**src/rtl/mips_multi_core.sv**
```systemverilog
// rtl/mips_multi_core.sv - multicycle MIPS core with req/ack instruction and data memory ports
// HALT/run control, illegal-opcode trap, retire strobe and a debug register read port.
module mips_multi_core #(
  parameter int              DATA_W   = 32,
  parameter int              PC_W     = 10,
  parameter int              DADDR_W  = 10,
  parameter logic [PC_W-1:0] RESET_PC = '0
) (
  input  logic               clk,
  input  logic               rst_n,
  input  logic               run,
  output logic               imem_req,
  output logic [PC_W-1:0]    imem_addr,
  input  logic               imem_ack,
  input  logic [31:0]        imem_rdata,
  output logic               dmem_req,
  output logic               dmem_we,
  output logic [DADDR_W-1:0] dmem_addr,
  output logic [DATA_W-1:0]  dmem_wdata,
  input  logic               dmem_ack,
  input  logic [DATA_W-1:0]  dmem_rdata,
  input  logic [4:0]         dbg_sel,
  output logic [DATA_W-1:0]  dbg_data,
  output logic               halted,
  output logic               illegal,
  output logic               retire
);

  typedef enum logic [2:0] {S_HALT, S_FETCH, S_DECODE, S_EXEC, S_MEM, S_WB} state_t;

  localparam logic [5:0] OP_RTYPE = 6'h00, OP_J = 6'h02, OP_BEQ = 6'h04, OP_BNE = 6'h05,
                         OP_ADDI = 6'h08, OP_LW = 6'h23, OP_SW = 6'h2B, OP_HALT = 6'h3F;
  localparam logic [5:0] F_ADD = 6'h20, F_SUB = 6'h22, F_AND = 6'h24, F_OR = 6'h25, F_SLT = 6'h2A;

  state_t              state, state_n;
  logic [PC_W-1:0]     pc_q;
  logic [31:0]         ir_q;
  logic [DATA_W-1:0]   a_q, b_q, imm_q, alu_q, mdr_q;
  logic [DATA_W-1:0]   regs [32];
  logic                ill_q;

  logic [5:0]          op, funct;
  logic [4:0]          rs, rt, rd, dst;
  logic [4:0]          unused_shamt;
  logic                is_r, r_ok, is_j, is_beq, is_bne, is_addi, is_lw, is_sw, is_halt, legal;
  logic [DATA_W-1:0]   imm_ext, alu_res, wb_data;

  logic ld_ir, ld_ab, ld_alu, ld_mdr, reg_we, pc_jump, pc_branch, set_ill, clr_ill;

  assign op           = ir_q[31:26];
  assign rs           = ir_q[25:21];
  assign rt           = ir_q[20:16];
  assign rd           = ir_q[15:11];
  assign unused_shamt = ir_q[10:6];
  assign funct        = ir_q[5:0];
  assign imm_ext      = DATA_W'($signed(ir_q[15:0]));

  assign is_r    = (op == OP_RTYPE);
  assign r_ok    = funct inside {F_ADD, F_SUB, F_AND, F_OR, F_SLT};
  assign is_j    = (op == OP_J);
  assign is_beq  = (op == OP_BEQ);
  assign is_bne  = (op == OP_BNE);
  assign is_addi = (op == OP_ADDI);
  assign is_lw   = (op == OP_LW);
  assign is_sw   = (op == OP_SW);
  assign is_halt = (op == OP_HALT);
  assign legal   = (is_r && r_ok) || is_j || is_beq || is_bne || is_addi || is_lw || is_sw || is_halt;

  assign dst     = is_r ? rd : rt;
  assign wb_data = is_lw ? mdr_q : alu_q;

  always_comb begin
    alu_res = a_q + imm_q;
    if (is_r) begin
      case (funct)
        F_SUB:   alu_res = a_q - b_q;
        F_AND:   alu_res = a_q & b_q;
        F_OR:    alu_res = a_q | b_q;
        F_SLT:   alu_res = DATA_W'($signed(a_q) < $signed(b_q));
        default: alu_res = a_q + b_q;
      endcase
    end
  end

  always_ff @(posedge clk or negedge rst_n) begin
    if (!rst_n) state <= S_HALT;
    else        state <= state_n;
  end

  always_comb begin
    state_n   = state;
    imem_req  = 1'b0;
    dmem_req  = 1'b0;
    dmem_we   = 1'b0;
    retire    = 1'b0;
    ld_ir     = 1'b0;
    ld_ab     = 1'b0;
    ld_alu    = 1'b0;
    ld_mdr    = 1'b0;
    reg_we    = 1'b0;
    pc_jump   = 1'b0;
    pc_branch = 1'b0;
    set_ill   = 1'b0;
    clr_ill   = 1'b0;
    case (state)
      S_HALT: begin
        if (run) begin
          clr_ill = 1'b1;
          state_n = S_FETCH;
        end
      end
      S_FETCH: begin
        imem_req = 1'b1;
        if (imem_ack) begin
          ld_ir   = 1'b1;
          state_n = S_DECODE;
        end
      end
      S_DECODE: begin
        ld_ab = 1'b1;
        if (!legal) begin
          set_ill = 1'b1;
          state_n = S_HALT;
        end else if (is_j) begin
          pc_jump = 1'b1;
          retire  = 1'b1;
          state_n = S_FETCH;
        end else if (is_halt) begin
          retire  = 1'b1;
          state_n = S_HALT;
        end else begin
          state_n = S_EXEC;
        end
      end
      S_EXEC: begin
        if (is_beq || is_bne) begin
          pc_branch = is_beq ? (a_q == b_q) : (a_q != b_q);
          retire    = 1'b1;
          state_n   = S_FETCH;
        end else begin
          ld_alu  = 1'b1;
          state_n = (is_lw || is_sw) ? S_MEM : S_WB;
        end
      end
      S_MEM: begin
        dmem_req = 1'b1;
        dmem_we  = is_sw;
        if (dmem_ack) begin
          if (is_sw) begin
            retire  = 1'b1;
            state_n = S_FETCH;
          end else begin
            ld_mdr  = 1'b1;
            state_n = S_WB;
          end
        end
      end
      S_WB: begin
        reg_we  = 1'b1;
        retire  = 1'b1;
        state_n = S_FETCH;
      end
      default: state_n = S_HALT;
    endcase
  end

  // PC is already post-incremented when a branch resolves, so the offset is relative to PC+1.
  always_ff @(posedge clk or negedge rst_n) begin
    if (!rst_n) begin
      pc_q  <= RESET_PC;
      ir_q  <= '0;
      a_q   <= '0;
      b_q   <= '0;
      imm_q <= '0;
      alu_q <= '0;
      mdr_q <= '0;
      ill_q <= 1'b0;
      for (int i = 0; i < 32; i++) regs[i] <= '0;
    end else begin
      if (ld_ir) begin
        ir_q <= imem_rdata;
        pc_q <= pc_q + 1'b1;
      end
      if (pc_jump)   pc_q <= ir_q[PC_W-1:0];
      if (pc_branch) pc_q <= pc_q + imm_q[PC_W-1:0];
      if (ld_ab) begin
        a_q   <= regs[rs];
        b_q   <= regs[rt];
        imm_q <= imm_ext;
      end
      if (ld_alu) alu_q <= alu_res;
      if (ld_mdr) mdr_q <= dmem_rdata;
      if (reg_we && dst != 5'd0) regs[dst] <= wb_data;
      if (set_ill)      ill_q <= 1'b1;
      else if (clr_ill) ill_q <= 1'b0;
    end
  end

  assign imem_addr  = pc_q;
  assign dmem_addr  = alu_q[DADDR_W-1:0];
  assign dmem_wdata = b_q;
  assign dbg_data   = (dbg_sel == 5'd0) ? '0 : regs[dbg_sel];
  assign halted     = (state == S_HALT);
  assign illegal    = ill_q;

endmodule

```
**config.mk**
```make
export PLATFORM = sky130hd
export DESIGN_NAME = mips_multi_core
export DESIGN_NICKNAME = d
export VERILOG_FILES = /design/src/rtl/mips_multi_core.sv
export SDC_FILE = /design/constraint.sdc
export NUM_CORES = 2
export LEC_CHECK = 0
export CORE_ASPECT_RATIO = 1.2
export CORE_MARGIN = 2
export CORE_UTILIZATION = 60
export DETAILED_ROUTE_END_ITERATION = 8
export HOLD_SLACK_MARGIN = 0.1
export PLACE_DENSITY_LB_ADDON = 0.1
export SYNTH_ARGS = -nofsm -noshare
export SYNTH_HDL_FRONTEND = slang
export SYNTH_SLANG_ARGS = --single-unit
```
**constraint.sdc**
```tcl
create_clock -name clk -period 4.8 [get_ports clk]
set_clock_uncertainty 0.2 [all_clocks]
set_input_delay 0.48 -clock clk [delete_from_list [all_inputs] [get_ports clk]]
set_output_delay 0.48 -clock clk [all_outputs]
set_load 0.1 [all_outputs]
```
# Yosys cells after proc, flatten, opt, wreduce, memory -nomap -nowiden
# Index checks and enable logic that the tools add are counted.
# W data, S select, Z words.
# totals
output_inout_bits,90
elab_cells,161
register_bits,1214
input_bits,74
# classes
reduce_logical,20
bitwise_logic,6
n_lt_le_gt_ge,6
muxes,61
n_eq_ne,22
n_addsub,5
# op_table
op,count
$bwmux W1024,1
$bmux W32 S5,3
$mux W32,10
$demux W32 S5,1
$pmux W32 S4,1
$add A32 B32 Y32,2
$eq A6 B6 Y1 const B,8
$and A32 B32 Y32,1
$eq A32 B32 Y1,1
$lt A32 B32 Y1,1
$ne A32 B32 Y1,1
$or A32 B32 Y32,1
$sub A32 B32 Y32,1
$mux W1,31
$mux W10,3
$ge A6 B6 Y1 const B,4
$not A5 Y6,4
$pmux W3 S6,1
$mux W3,5
$eq A6 B3 Y1 const B,2
$add A10 B1 Y10 const B,1
$add A10 B10 Y10,1
$reduce_bool A5 Y1,2
$logic_or A1 B1 Y1,9
other kinds (17),25

# Depth between registers and ports, before layout
# depth
depth_word,14
mapped_depth,14
mapped_depth_nobuf,14

# Worst setup path before layout
# OpenSTA, ideal clock, no wires.
# synth_path
path_type,input port to output port
startpoint,input port dbg_sel[0]
endpoint,output port dbg_data[10]
path_stages,7
t_arrival_ns,3.318
slack_ns,0.802
path_buffers,3
required_time_ns,4.120
cell_sequence,clkbuf_1 > buf_2 > buf_1 > mux4_2 > mux4_2 > mux2i_1 > nor2_1
# synth_between
elab_chain_len,5
elab_cells_between_ends,6
classes_between,mux (4); bitwise (1); reduce/logical (1)
# synth_rtl
item,line_no,source
from (decl),22,"input logic [4:0] dbg_sel,"
$not A5 Y6 (not written as such),202,assign dbg_data = (dbg_sel == 5'd0) ? '0 : regs[dbg_sel];
$bmux W32 S5,202,
$mux W32 (not written as such) (2 in a row),202,
$mux W32 (*),202,
to (decl),23,"output logic [DATA_W-1:0] dbg_data,"
# Every way passes the cells marked *; elsewhere a longest branch is shown, timed or not. The select of a mux whose other input is x is not followed.

# Final worst setup path
# layout_path
startpoint,register ir_q[28]
endpoint,output port retire
# layout_between
elab_chain_len,11
elab_cells_between_ends,24
classes_between,eq/ne (7); mux (7); reduce/logical (10)
# layout_rtl
item,line_no,source
from (decl),37,logic [31:0] ir_q;
from (signal assigned),181,ir_q <= imem_rdata;
$logic_not A6 Y1,58,assign is_r = (op == OP_RTYPE);
$logic_and A1 B1 Y1,67,assign legal = (is_r && r_ok) || is_j || is_beq || is_bne || is_addi || is_lw || is_sw || is_halt;
$logic_or A1 B1 Y1 (7 in a row),67,
$mux W1,121,if (!legal) begin
$pmux W1 S4 (*),105,case (state)
to (decl),26,output logic retire
# Every way passes the cells marked *; elsewhere a longest branch is shown, timed or not.

==> metrics.txt <==
met2 usage 0.609; post-synthesis mux area share 0.317; initial core utilization 0.605; Layout area overhead 11.6%; CP Class register to primary output; Final setup viols 0; Worst VDD drop 0.733 mV; first-pass GRT wire length 372 mm; leading cell type in the layout, fill and taps excluded dfrtp_1; placer congestion estimate 0.972; ratio of cells with drive above 1 in the final layout 0.243; leakage 34.8 nW; main combinational cell family by area after synthesis multiplexers; CTS Buffer Depth 3; worst-skew pair later-pin latency 0.80 ns; Fin Hold WS 0.119 ns; global routing usage on met1 0.533; R2R setup slack 0.52 ns; Sink Count 1214; # IOs 164; WP data arrival 3.63 ns; CTS Buf Count 131; FFs w/ async S/R, synth 1.00; synth warn 0; Vert. Die Dim 390 um; chip width 326 um; WL final 250 mm; mapped cell area 74600 um2; Compound-Gate Fraction of Synth Area 0.117; vias in the first global route 57100; htree depth 4; most frequent cells in the layout dfrtp_1, mux4_2, nor2_1; Core Util, Final 0.676; post-DP HPWL 155 mm; setup TNS 0 ns; via count 58000; setup ws final 0.486 ns; post-synthesis sequential area ratio 0.407; DR iter-0 viols 7822; DR pass1 iterations 8; worst-path fanout max 9; EDFF count, synth 0; clk slew on worst S/H paths 0.06 ns; Netlist cell types 81; Root Driver clkbuf_16; area share of xor/xnor cells in the synthesized design 0.00610; RSZ-0062 raised after global routing no; gr ovfl total 0; core area 123000 um2; initial antenna violation count 11; Syn Inst Count 6513; pwr dens 649 nW/um2; critical path launch point type register; Power, Total 0.0541 W; syn_nets 6729; remaining antenna violation count after routing 0; final hold vios 0; fin crit share 0.899; DR DRC count 0; fmax 232 MHz; Min-Delay Path Class input port to register; Worst-Margin Slew 1.27 ns; worst reg-to-reg path cell count 8; Synth Area in Simple Gates 0.0856; largest net degree at the start of global routing 163; row cnt 141; CP Data Required Time 4.12 ns; status complete, no violations; Post-Synth Adder-Cell Area 0.0242; CTS tree built; GRT busiest layer met2; area of the die 127000 um2; I/O Buffers 163; syn_area_per_cell 11.5 um2; Hold Path Stages 2; Seq cells post-synth 1214; Rel. slew slack 0.135; Max Transition Viols Final 0; Final #Nets 6588; Overall Global Routing Usage 0.398; Place WS 0.639 ns; min Tclk post-route 4.31 ns; GR Util met3 0.100; Critical Path Sink Type primary output; via/cell ratio 7.15; drt wl/cell 30.7 um; Synth Flop Type dfrtp_1; max_cap viols 0
## worst max-delay path, stage by stage (launching register included)
cell	delay, ns
dfrtp_1	0.47
nor2_1	0.35
nor4b_1	0.71
o2111ai_1	0.24
o31a_1	0.16
mux2i_1	0.33
a31oi_1	0.14
nor2b_1	0.14
buf_4	0.30
## registers in the layout, summed over array words and instances, names as in the netlist
name and flops:
a_q 32, illegal 1, regs 1024, imem_addr 10
alu_q 32, state 3, mdr_q 32, imm_q 16
ir_q 32, dmem_wdata 32
## cells by family after synthesis
kind of cell / count (synthesis)
adders and majority gates: 142
AOI/OAI and AO/OA: 1572
DFF: 1214
muxes: 1155
xor gates and xnor gates: 52
and+or+nand+nor: 1582
buffers and inverters: 796
## routing by layer
metal | vias up | part of all wire
li1 | 24000 | -
met1 | 29500 | 0.36
met2 | 3772 | 0.47
met3 | 781 | 0.12
met4 | 8 | 0.058
met5 | - | 0.00017
## metrics by stage
step | std cells | instance area (um2)
after detailed placement | 7847 | 78500
final | 8120 | 83300
after CTS | 8117 | 83300
after global routing | 8117 | 83300
after global placement | 7847 | 78500
after floorplan | 6513 | 74600
## cell usage after synthesis, types with 26 or more instances
| cell | count | share of area |
|---|---|---|
| a211oi_1 | 27 | 0.0027 |
| a21o_1 | 29 | 0.0029 |
| a21oi_1 | 790 | 0.053 |
| buf_1 | 82 | 0.0041 |
| buf_2 | 149 | 0.010 |
| clkbuf_1 | 425 | 0.021 |
| dfrtp_1 | 1214 | 0.41 |
| ha_1 | 138 | 0.023 |
| inv_1 | 125 | 0.0063 |
| mux2_2 | 61 | 0.0092 |
| mux2i_1 | 134 | 0.018 |
| mux4_2 | 960 | 0.29 |
| nand2_1 | 582 | 0.029 |
| nand3_1 | 47 | 0.0032 |
| nor2_1 | 801 | 0.040 |
| nor3_1 | 26 | 0.0017 |
| o21ai_0 | 501 | 0.034 |
| xnor2_1 | 32 | 0.0038 |
## layout make-up
class | instances | area [um2]
multi-input cells | 4503 | 41400
fillers | 8951 | 40000
flip-flops and latches | 1214 | 30400
repair buffers | 394 | 4470
clock buffers | 186 | 3820
well taps | 1644 | 2060
clock inverters | 48 | 647
inverters | 128 | 480
diodes | 3 | 7.51
## final timing paths
kind	startpoint	end
min in group asynchronous	rst_n	alu_q[22]
hold reg to reg	regs[1004]	regs[1004]
max in group asynchronous	rst_n	regs[73]
hold / removal	dmem_rdata[18]	mdr_q[18]
setup reg to reg	ir_q[29]	regs[500]
setup / recovery	ir_q[28]	retire
## power breakdown
part	total, W	leakage [nW]	switching [W]	internal (W)
Sequential	0.0171	16.6	0.00388	0.0132
Clock	0.0106	2.19	0.00443	0.00622
Combinational	0.0264	16.0	0.0152	0.0112
## what timing repair did
item	CTS	global route
gates resized for setup	0	0
buffers inserted	0	0
hold buffers	36	0
endpoints found under the hold margin	297	0
Power figures use the tool's default switching activity.
